`src/rtl/sha3_padder.sv`:
```
// ---------------------------------------------------------------------------
// sha3_padder
//
// Absorber front-end for the SHA3 core. Packs a little-endian 64-bit word
// stream into a 1152-bit rate block, applies SHA3 domain padding
// (0x06 ... 0x80) at the end of a message, and presents each finished block,
// together with the message mode, to the state-XOR stage.
//
// Ports
//   clk        rising-edge clock
//   rst_n      asynchronous active-low reset
//   in_mode    hash select, latched with the first word of a message
//              (00 SHA3-512, 01 SHA3-384, 10 SHA3-224, 11 SHA3-256)
//   in_valid   word valid
//   in_ready   word accepted on in_valid & in_ready (high only while filling)
//   in_data    message word, byte k at bits [8k+7:8k]
//   in_last    final word of the message
//   in_bytes   valid low bytes of the final word (0..8, >8 means 8)
//   out_block  padded rate block, lane j at bits [64j+63:64j]
//   out_mode   mode of the message the block belongs to
//   out_last   block is the final block of its message
//   out_valid  block valid
//   out_ready  block consumed on out_valid & out_ready
// ---------------------------------------------------------------------------
module sha3_padder (
  input  logic          clk,
  input  logic          rst_n,
  input  logic [1:0]    in_mode,
  input  logic          in_valid,
  output logic          in_ready,
  input  logic [63:0]   in_data,
  input  logic          in_last,
  input  logic [3:0]    in_bytes,
  output logic [1151:0] out_block,
  output logic [1:0]    out_mode,
  output logic          out_last,
  output logic          out_valid,
  input  logic          out_ready
);

  typedef enum logic [1:0] {
    FILL         = 2'd0,
    FULL         = 2'd1,
    FULL_PADNEXT = 2'd2
  } state_e;

  localparam int NumLanes = 18;

  state_e          state_q, state_d;
  logic [1151:0]   buf_q, buf_d;
  logic [4:0]      cnt_q, cnt_d;
  logic [1:0]      mode_q, mode_d;
  logic            inMsg_q, inMsg_d;
  logic            last_q, last_d;

  logic [1:0]      effMode;
  logic [4:0]      rLast;
  logic [4:0]      rLastHeld;
  logic [3:0]      validBytes;
  logic [63:0]     maskedWord;
  logic [4:0]      padLane;
  logic [2:0]      padByte;

  // Rate in 64-bit lanes for each mode encoding.
  function automatic logic [4:0] rateLanes(input logic [1:0] m);
    case (m)
      2'b00:   rateLanes = 5'd9;
      2'b01:   rateLanes = 5'd13;
      2'b10:   rateLanes = 5'd18;
      default: rateLanes = 5'd17;
    endcase
  endfunction

  // The mode only comes from in_mode on the first word of a message; after
  // that the latched copy governs the rate.
  assign effMode   = inMsg_q ? mode_q : in_mode;
  assign rLast     = rateLanes(effMode) - 5'd1;
  assign rLastHeld = rateLanes(mode_q) - 5'd1;

  // Non-final words always carry 8 bytes; oversize byte counts saturate.
  assign validBytes = (!in_last || (in_bytes > 4'd8)) ? 4'd8 : in_bytes;

  // A full final word pushes the 0x06 pad byte to byte 0 of the next lane.
  assign padLane = (validBytes == 4'd8) ? (cnt_q + 5'd1) : cnt_q;
  assign padByte = (validBytes == 4'd8) ? 3'd0 : validBytes[2:0];

  always_comb begin
    maskedWord = '0;
    for (int k = 0; k < 8; k++) begin
      if (4'(k) < validBytes) maskedWord[8*k +: 8] = in_data[8*k +: 8];
    end
  end

  // Next-state and datapath. Lanes beyond the current count are always zero
  // (the buffer is cleared on every handshake), so padding can simply be
  // OR-ed in; 0x06 and 0x80 landing on one byte naturally merge into 0x86.
  always_comb begin
    state_d = state_q;
    buf_d   = buf_q;
    cnt_d   = cnt_q;
    mode_d  = mode_q;
    inMsg_d = inMsg_q;
    last_d  = last_q;

    case (state_q)
      FILL: begin
        if (in_valid) begin
          mode_d  = effMode;
          inMsg_d = 1'b1;
          for (int j = 0; j < NumLanes; j++) begin
            if (5'(j) == cnt_q) buf_d[64*j +: 64] = maskedWord;
          end
          if (!in_last) begin
            if (cnt_q == rLast) begin
              state_d = FULL;
              last_d  = 1'b0;
              cnt_d   = 5'd0;
            end else begin
              cnt_d = cnt_q + 5'd1;
            end
          end else if ((validBytes == 4'd8) && (cnt_q == rLast)) begin
            // Block is full of message data; the pad goes in a block of its own.
            state_d = FULL_PADNEXT;
            last_d  = 1'b0;
            cnt_d   = 5'd0;
          end else begin
            for (int j = 0; j < NumLanes; j++) begin
              for (int k = 0; k < 8; k++) begin
                if ((5'(j) == padLane) && (3'(k) == padByte))
                  buf_d[64*j + 8*k +: 8] = buf_d[64*j + 8*k +: 8] | 8'h06;
              end
              if (5'(j) == rLast)
                buf_d[64*j + 56 +: 8] = buf_d[64*j + 56 +: 8] | 8'h80;
            end
            state_d = FULL;
            last_d  = 1'b1;
            cnt_d   = 5'd0;
          end
        end
      end

      FULL: begin
        if (out_ready) begin
          buf_d   = '0;
          cnt_d   = 5'd0;
          state_d = FILL;
          last_d  = 1'b0;
          if (last_q) inMsg_d = 1'b0;
        end
      end

      FULL_PADNEXT: begin
        if (out_ready) begin
          buf_d        = '0;
          buf_d[7:0]   = 8'h06;
          for (int j = 0; j < NumLanes; j++) begin
            if (5'(j) == rLastHeld) buf_d[64*j + 56 +: 8] = 8'h80;
          end
          state_d = FULL;
          last_d  = 1'b1;
        end
      end

      default: state_d = FILL;
    endcase
  end

  // All state lives here; outputs are taken straight from these registers.
  always_ff @(posedge clk or negedge rst_n) begin
    if (!rst_n) begin
      state_q <= FILL;
      buf_q   <= '0;
      cnt_q   <= 5'd0;
      mode_q  <= 2'b00;
      inMsg_q <= 1'b0;
      last_q  <= 1'b0;
    end else begin
      state_q <= state_d;
      buf_q   <= buf_d;
      cnt_q   <= cnt_d;
      mode_q  <= mode_d;
      inMsg_q <= inMsg_d;
      last_q  <= last_d;
    end
  end

  // Handshake signals decode only the state register, so in_ready never
  // depends combinationally on out_ready.
  assign in_ready  = (state_q == FILL);
  assign out_valid = (state_q != FILL);
  assign out_block = buf_q;
  assign out_mode  = mode_q;
  assign out_last  = last_q;

endmodule

```
`config.mk`:
```
export PLATFORM = sky130hd
export DESIGN_NAME = sha3_padder
export DESIGN_NICKNAME = d
export VERILOG_FILES = /design/src/rtl/sha3_padder.sv
export SDC_FILE = /design/constraint.sdc
export NUM_CORES = 1
export LEC_CHECK = 0
export BUFFER_PORTS_ARGS = -buffer_cell sky130_fd_sc_hd__buf_2
export CAP_MARGIN = 20
export CORE_AREA = 2 2 476 478
export DETAILED_ROUTE_END_ITERATION = 7
export DIE_AREA = 0 0 478 480
export GPL_TIMING_DRIVEN = 0
export HOLD_SLACK_MARGIN = 0.12
export PLACE_DENSITY = 0.51
export SLEW_MARGIN = 20
export SYNTH_ARGS = -nofsm -noshare
export SYNTH_HDL_FRONTEND = slang
export SYNTH_SLANG_ARGS = --single-unit
```
`constraint.sdc`:
```
create_clock -name clk -period 4.81 [get_ports clk]
set_input_delay 0.962 -clock clk [delete_from_list [all_inputs] [get_ports clk]]
set_output_delay 0.962 -clock clk [all_outputs]
set_load 0.02 [all_outputs]
```
# --- After elaboration in Yosys (flattened, before gate mapping) ---
# Cells that the tools add are included.
word_totals:
  in_bits: 75
  reg_bits: 1163
  output_inout_bits: 1157
classes:
  eq_ne: 88
  reduce_logical: 164
  add_sub_neg: 3
  n_mux: 241
  n_lt_le_gt_ge: 9
op_table:
  columns: ["operator", "n"]
  rows:
  - ["$mux W1152", 5]
  - ["$pmux W1152 S3", 1]
  - ["$mux W64", 18]
  - ["$mux W3", 145]
  - ["$mux W8", 44]
  - ["$eq A4 B5 Y1 const A", 32]
  - ["$logic_and A1 B1 Y1", 145]
  - ["$eq A3 B5 Y1 const A", 16]
  - ["$eq A2 B5 Y1 const A", 8]
  - ["$eq A5 B5 Y1 const A", 8]
  - ["$pmux W5 S3", 2]
  - ["$mux W5", 5]
  - ["$eq A1 B5 Y1 const A", 4]
  - ["$logic_not A5 Y1", 4]
  - ["$lt A3 B4 Y1 const A", 4]
  - ["$mux W2", 7]
  - ["$eq A3 B3 Y1 const A", 4]
  - ["$reduce_and A4 Y1", 3]
  - ["$pmux W5 S2", 1]
  - ["$sub A5 B1 Y5 const B", 2]
  - ["$mux W1", 9]
  - ["$lt A1 B4 Y1 const A", 2]
  - ["$lt A2 B4 Y1 const A", 2]
  - ["$ne A2 B2 Y1 const B", 4]
  - ["22 further kinds", 30]

# --- Logic depth before layout (Yosys ltp) ---
depth:
  ltp_word: 13
  mapped_depth: 12
  depth_no_buf: 8

# --- Least setup slack after synthesis ---
# OpenSTA, ideal clock, no wires.
synth_timing:
  path_kind: "register to register"
  startpoint: "reg cnt_q[3]"
  endpoint: "reg buf_q[201] (netlist: out_block[201])"
  required_time_ns: 4.732
  t_arrival_ns: 2.604
  synth_period_minus_slack_ns: 2.681
  n_path_buf: 5
  path_slack_ns: 2.129
  path_stages_with_launch: 13
  setup_ns: 0.078
  cell_sequence: "dfrtp_1 buf_2 buf_2 buf_2 buf_2 and3_1 ha_1 nor2b_1 mux2i_1 buf_2 nor4_1 o21ai_0 a21oi_1"
synth_via:
  elab_chain_len: 9
  elab_cells_between_ends: 13
  cone_classes: "add/sub: 1; eq/ne: 3; mux: 7; reduce/logical: 2"
synth_lines:
  columns: ["element", "line", "text"]
  rows:
  - ["from (decl)", "51", "logic [4:0] cnt_q, cnt_d;"]
  - ["from (signal assigned)", "180", "cnt_q <= cnt_d;"]
  - ["$add A5 B1 Y5", "84", "assign padLane = (validBytes == 4'd8) ? (cnt_q + 5'd1) : cnt_q;"]
  - ["$mux W5", "84", null]
  - ["$eq A2 B5 Y1", "129", "if ((5'(j) == padLane) && (3'(k) == padByte))"]
  - ["$logic_and A1 B1 Y1", "129", null]
  - ["$mux W3", "129", null]
  - ["$mux W1152", "121", "end else if ((validBytes == 4'd8) && (cnt_q == rLast)) begin"]
  - ["$mux W1152 (*)", "113", "if (!in_last) begin"]
  - ["$mux W1152 (*)", "107", "if (in_valid) begin"]
  - ["$pmux W1152 S3 (*)", "105", "case (state_q)"]
  - ["to (signal assigned)", "179", "buf_q <= buf_d;"]
  - ["to (decl)", "50", "logic [1151:0] buf_q, buf_d;"]
# Every way passes the cells marked *; elsewhere a longest branch is shown, timed or not. The select of a mux whose other input is x is not followed.
# A chain may end at the register's enable or synchronous reset.

# --- Final worst setup path ---
layout_timing:
  startpoint: "reg cnt_q[0]"
  endpoint: "reg buf_q[346] (netlist: out_block[346])"
layout_via:
  elab_chain_len: 9
  elab_cells_between_ends: 13
  cone_classes: "add/sub: 1; eq/ne: 3; mux: 7; reduce/logical: 2"
layout_lines:
  columns: ["element", "line"]
  rows:
  - ["$add A5 B1 Y5", "84"]
  - ["$mux W5", "84"]
  - ["$eq A3 B5 Y1", "129"]
  - ["$logic_and A1 B1 Y1", "129"]
  - ["$mux W3", "129"]
  - ["$mux W1152", "121"]
  - ["$mux W1152 (*)", "113"]
  - ["$mux W1152 (*)", "107"]
  - ["$pmux W1152 S3 (*)", "105"]
# Marked as above.

==> reports/metrics.cfg <==
[route]
wire_per_inst_um=31.0
via_per_inst=4.98
vias=46465
drt_first_iter_violations=4581
drtAntennaViolNets=0
first_pass_iters=6
drc_errors=0
drt_wl_total_mm=289

[power]
report.power.total_mw=31.7
ir_drop_v=0.000310
powerDensity_mw_per_mm2=502
p_leak_nw=30.8

[clock_network]
clk_latency_ns=0.83
clock-sinks=1163
htree_levels=4
cts_repair_resize_count=0
cts_tree=yes
cts-root-buf=clkbuf_16
cts_buffer_depth=3
numCtsBuffers=139
path_clk_slew_ns=0.06

[die]
io_pins=1232
dieWidth_um=478
initial_core_util=0.213
core_mm2=0.224
dieArea_mm2=0.229
num_rows=174
dieHeight_um=480

[place]
hpwl_mm=226
numPortBuffers=1229
place_worst_setup_slack_ns=0.178
gp_congestion=0.958
dp_cells=9061

[synthesis]
yosysWarnings=0
syn_nets=4897
yosysSeqAreaShare=0.609
synth_edf_count=0
synth-seq-cells=1163
synth_cell_types=93
synthArstFlopShare=1.00
synth.avg_cell_area_um2=9.92
synth_area_mm2=0.0478
synthCells=4814
synth_flop_cell=dfrtp_1

[finish]
layout-drive-gt1-share=0.280
area_growth_pct=32.1
fin_cells=9324
finalNetCount=6295

[setup_path]
worstPathMaxFanout=10
critPathRequiredTime_ns=5.55
worstSetupPathType=flip-flop to flip-flop
worst_setup_path_start_kind=flip-flop
cp-end-kind=flip-flop
path_cells=clkbuf_1 -> inv_1 -> ha_1 -> clkbuf_1 -> inv_1 -> a32oi_2 -> clkbuf_1 -> nor3_1 -> nand2_1 -> a21oi_1
cpMostUsedCell=clkbuf_1
critPathSlowestCell=nor3_1
critical_path_arrival_ns=5.06
r2r_slack_ns=0.49
max_stage_delay_ns=0.97

[sta]
rsz0062_at_grt=no
slew_headroom=0.152
finalClockSkew_ns=0.0506
fin_tns_setup_ns=0
hold_ws_ns=0.451
fin_ws_ns=0.490
drv_slew=0
setup_viol=0
hold_violations=0
tightestPinTransition_ns=1.27
period_needed_ns=4.32
fin_crit_sh=0.898
fmax_ghz=0.231

[run_status]
status=completed

[global_routing]
first_global_vias=44843
antenna_found_initial=47
grt_util_all_layers=0.243
grt_pass1_wl_mm=387
grt_max_degree=138
overflow=0

[run]
maxCapViolCount=0

[worst_hold_path]
hold_path.class=input port to flip-flop

[cell families (layout without fill, tap and decap cells)]
group | Yosys count | count (layout) | synth area share
AOI/OAI and AO/OA | 1671 | 1671 | 0.206
xor gates and xnor gates | 2 | 2 | 0.000524
buffers and inverters | 565 | 2066 | 0.0493
and+or+nand+nor | 1360 | 1360 | 0.124
adders and majority gates | 8 | 8 | 0.00210
DFF | 1163 | 1163 | 0.609
muxes | 45 | 45 | 0.00951
other | 0 | 17 | 0
[per-stage QoR]
stage | utilization | cell area [µm²]
6_report | 0.282 | 63100
5_1_grt | 0.282 | 63100
4_1_cts | 0.281 | 63000
3_5_place_dp | 0.261 | 58400
3_3_place_gp | 0.257 | 57700
2_1_floorplan | - | 47800
[Yosys cell counts (18+ instances only)]
cell type  number  area, µm²
a21oi_1       233       1170
o21ai_0       966       4830
a211oi_1       27        203
o221a_2        58        653
nor3_1         26        130
clkbuf_1      267       1000
a31oi_1        25        156
a221oi_1       20        175
nor4_1         70        438
nand2_1      1019       3820
mux2i_1        42        420
dfrtp_1      1163      29100
o31ai_1       143       1070
o21a_1         18        135
nor2_1         78        293
inv_1         142        533
o21ai_1        60        300
buf_2         125        626
nand3_1        35        175
[layer usage]
layer  global-route usage  part of all wire  vias up
met5                    0           0.00048        -
met4                0.132             0.064       20
met3               0.0658             0.087      606
met2                0.413              0.48     2557
met1                0.277              0.36    23676
li1                     -                 -    19606
[worst max-delay path, delay by kind of cell (launching register included)]
kind	cells	cell delay (ns)
buf+inv	5	1.53
simple gates	2	1.25
compound gates	2	0.59
flops	1	0.51
fa+ha+maj	1	0.31
[worst paths after layout]
kind,start,endpoint,cells after the start
max in group asynchronous,rst_n,out_block[455],7
min,in_mode[0],out_mode[0],2
min in group asynchronous,rst_n,out_block[826],2
max reg2reg,cnt_q[0],out_block[346],10
max,cnt_q[0],out_block[346],10
min reg2reg,out_block[271],out_block[271],2
[registers in the layout, summed over array words and instances, names as in the netlist]
signal     cells
out_block   1152
cnt_q          5
out_mode       2
state_q        2
inMsg_q        1
out_last       1
[power by group]
group          switching, mW  total, mW  internal [mW]
Combinational           7.91       9.87           1.96
Sequential             0.527       10.9           10.4
Clock                   4.71       10.9           6.15
[what timing repair did]
| action | 4_1_cts | 5_1_grt |
|---|---|---|
| hold buffers | 1 | 0 |
| setup buffers | 0 | 0 |
| hold endpoints to repair | 79 | 0 |
[cells in the final DEF (no fill, tap or decap), types with 73 or more instances in the layout]
| cell | netlist | final |
|---|---|---|
| o21ai_0 | 966 | 959 |
| inv_1 | 142 | 142 |
| o31ai_1 | 143 | 143 |
| buf_2 | 125 | 1354 |
| dfrtp_1 | 1163 | 1163 |
| nor2_1 | 78 | 73 |
| a21oi_1 | 233 | 233 |
| clkbuf_1 | 267 | 276 |
| nand2_1 | 1019 | 1010 |
| clkbuf_16 | 0 | 139 |
[area by class of cell]
type | instances | area [µm²]
well taps | 2992 | 3740
clock inverters | 50 | 756
flip-flops and latches | 1163 | 29100
plain buffers | 420 | 1840
repair buffers | 1257 | 6730
diodes | 17 | 42.5
multi-input cells | 3086 | 16400
clock buffers | 194 | 3910
fillers | 24123 | 161000
inverters | 145 | 544
(Power assumes the default switching activity.)
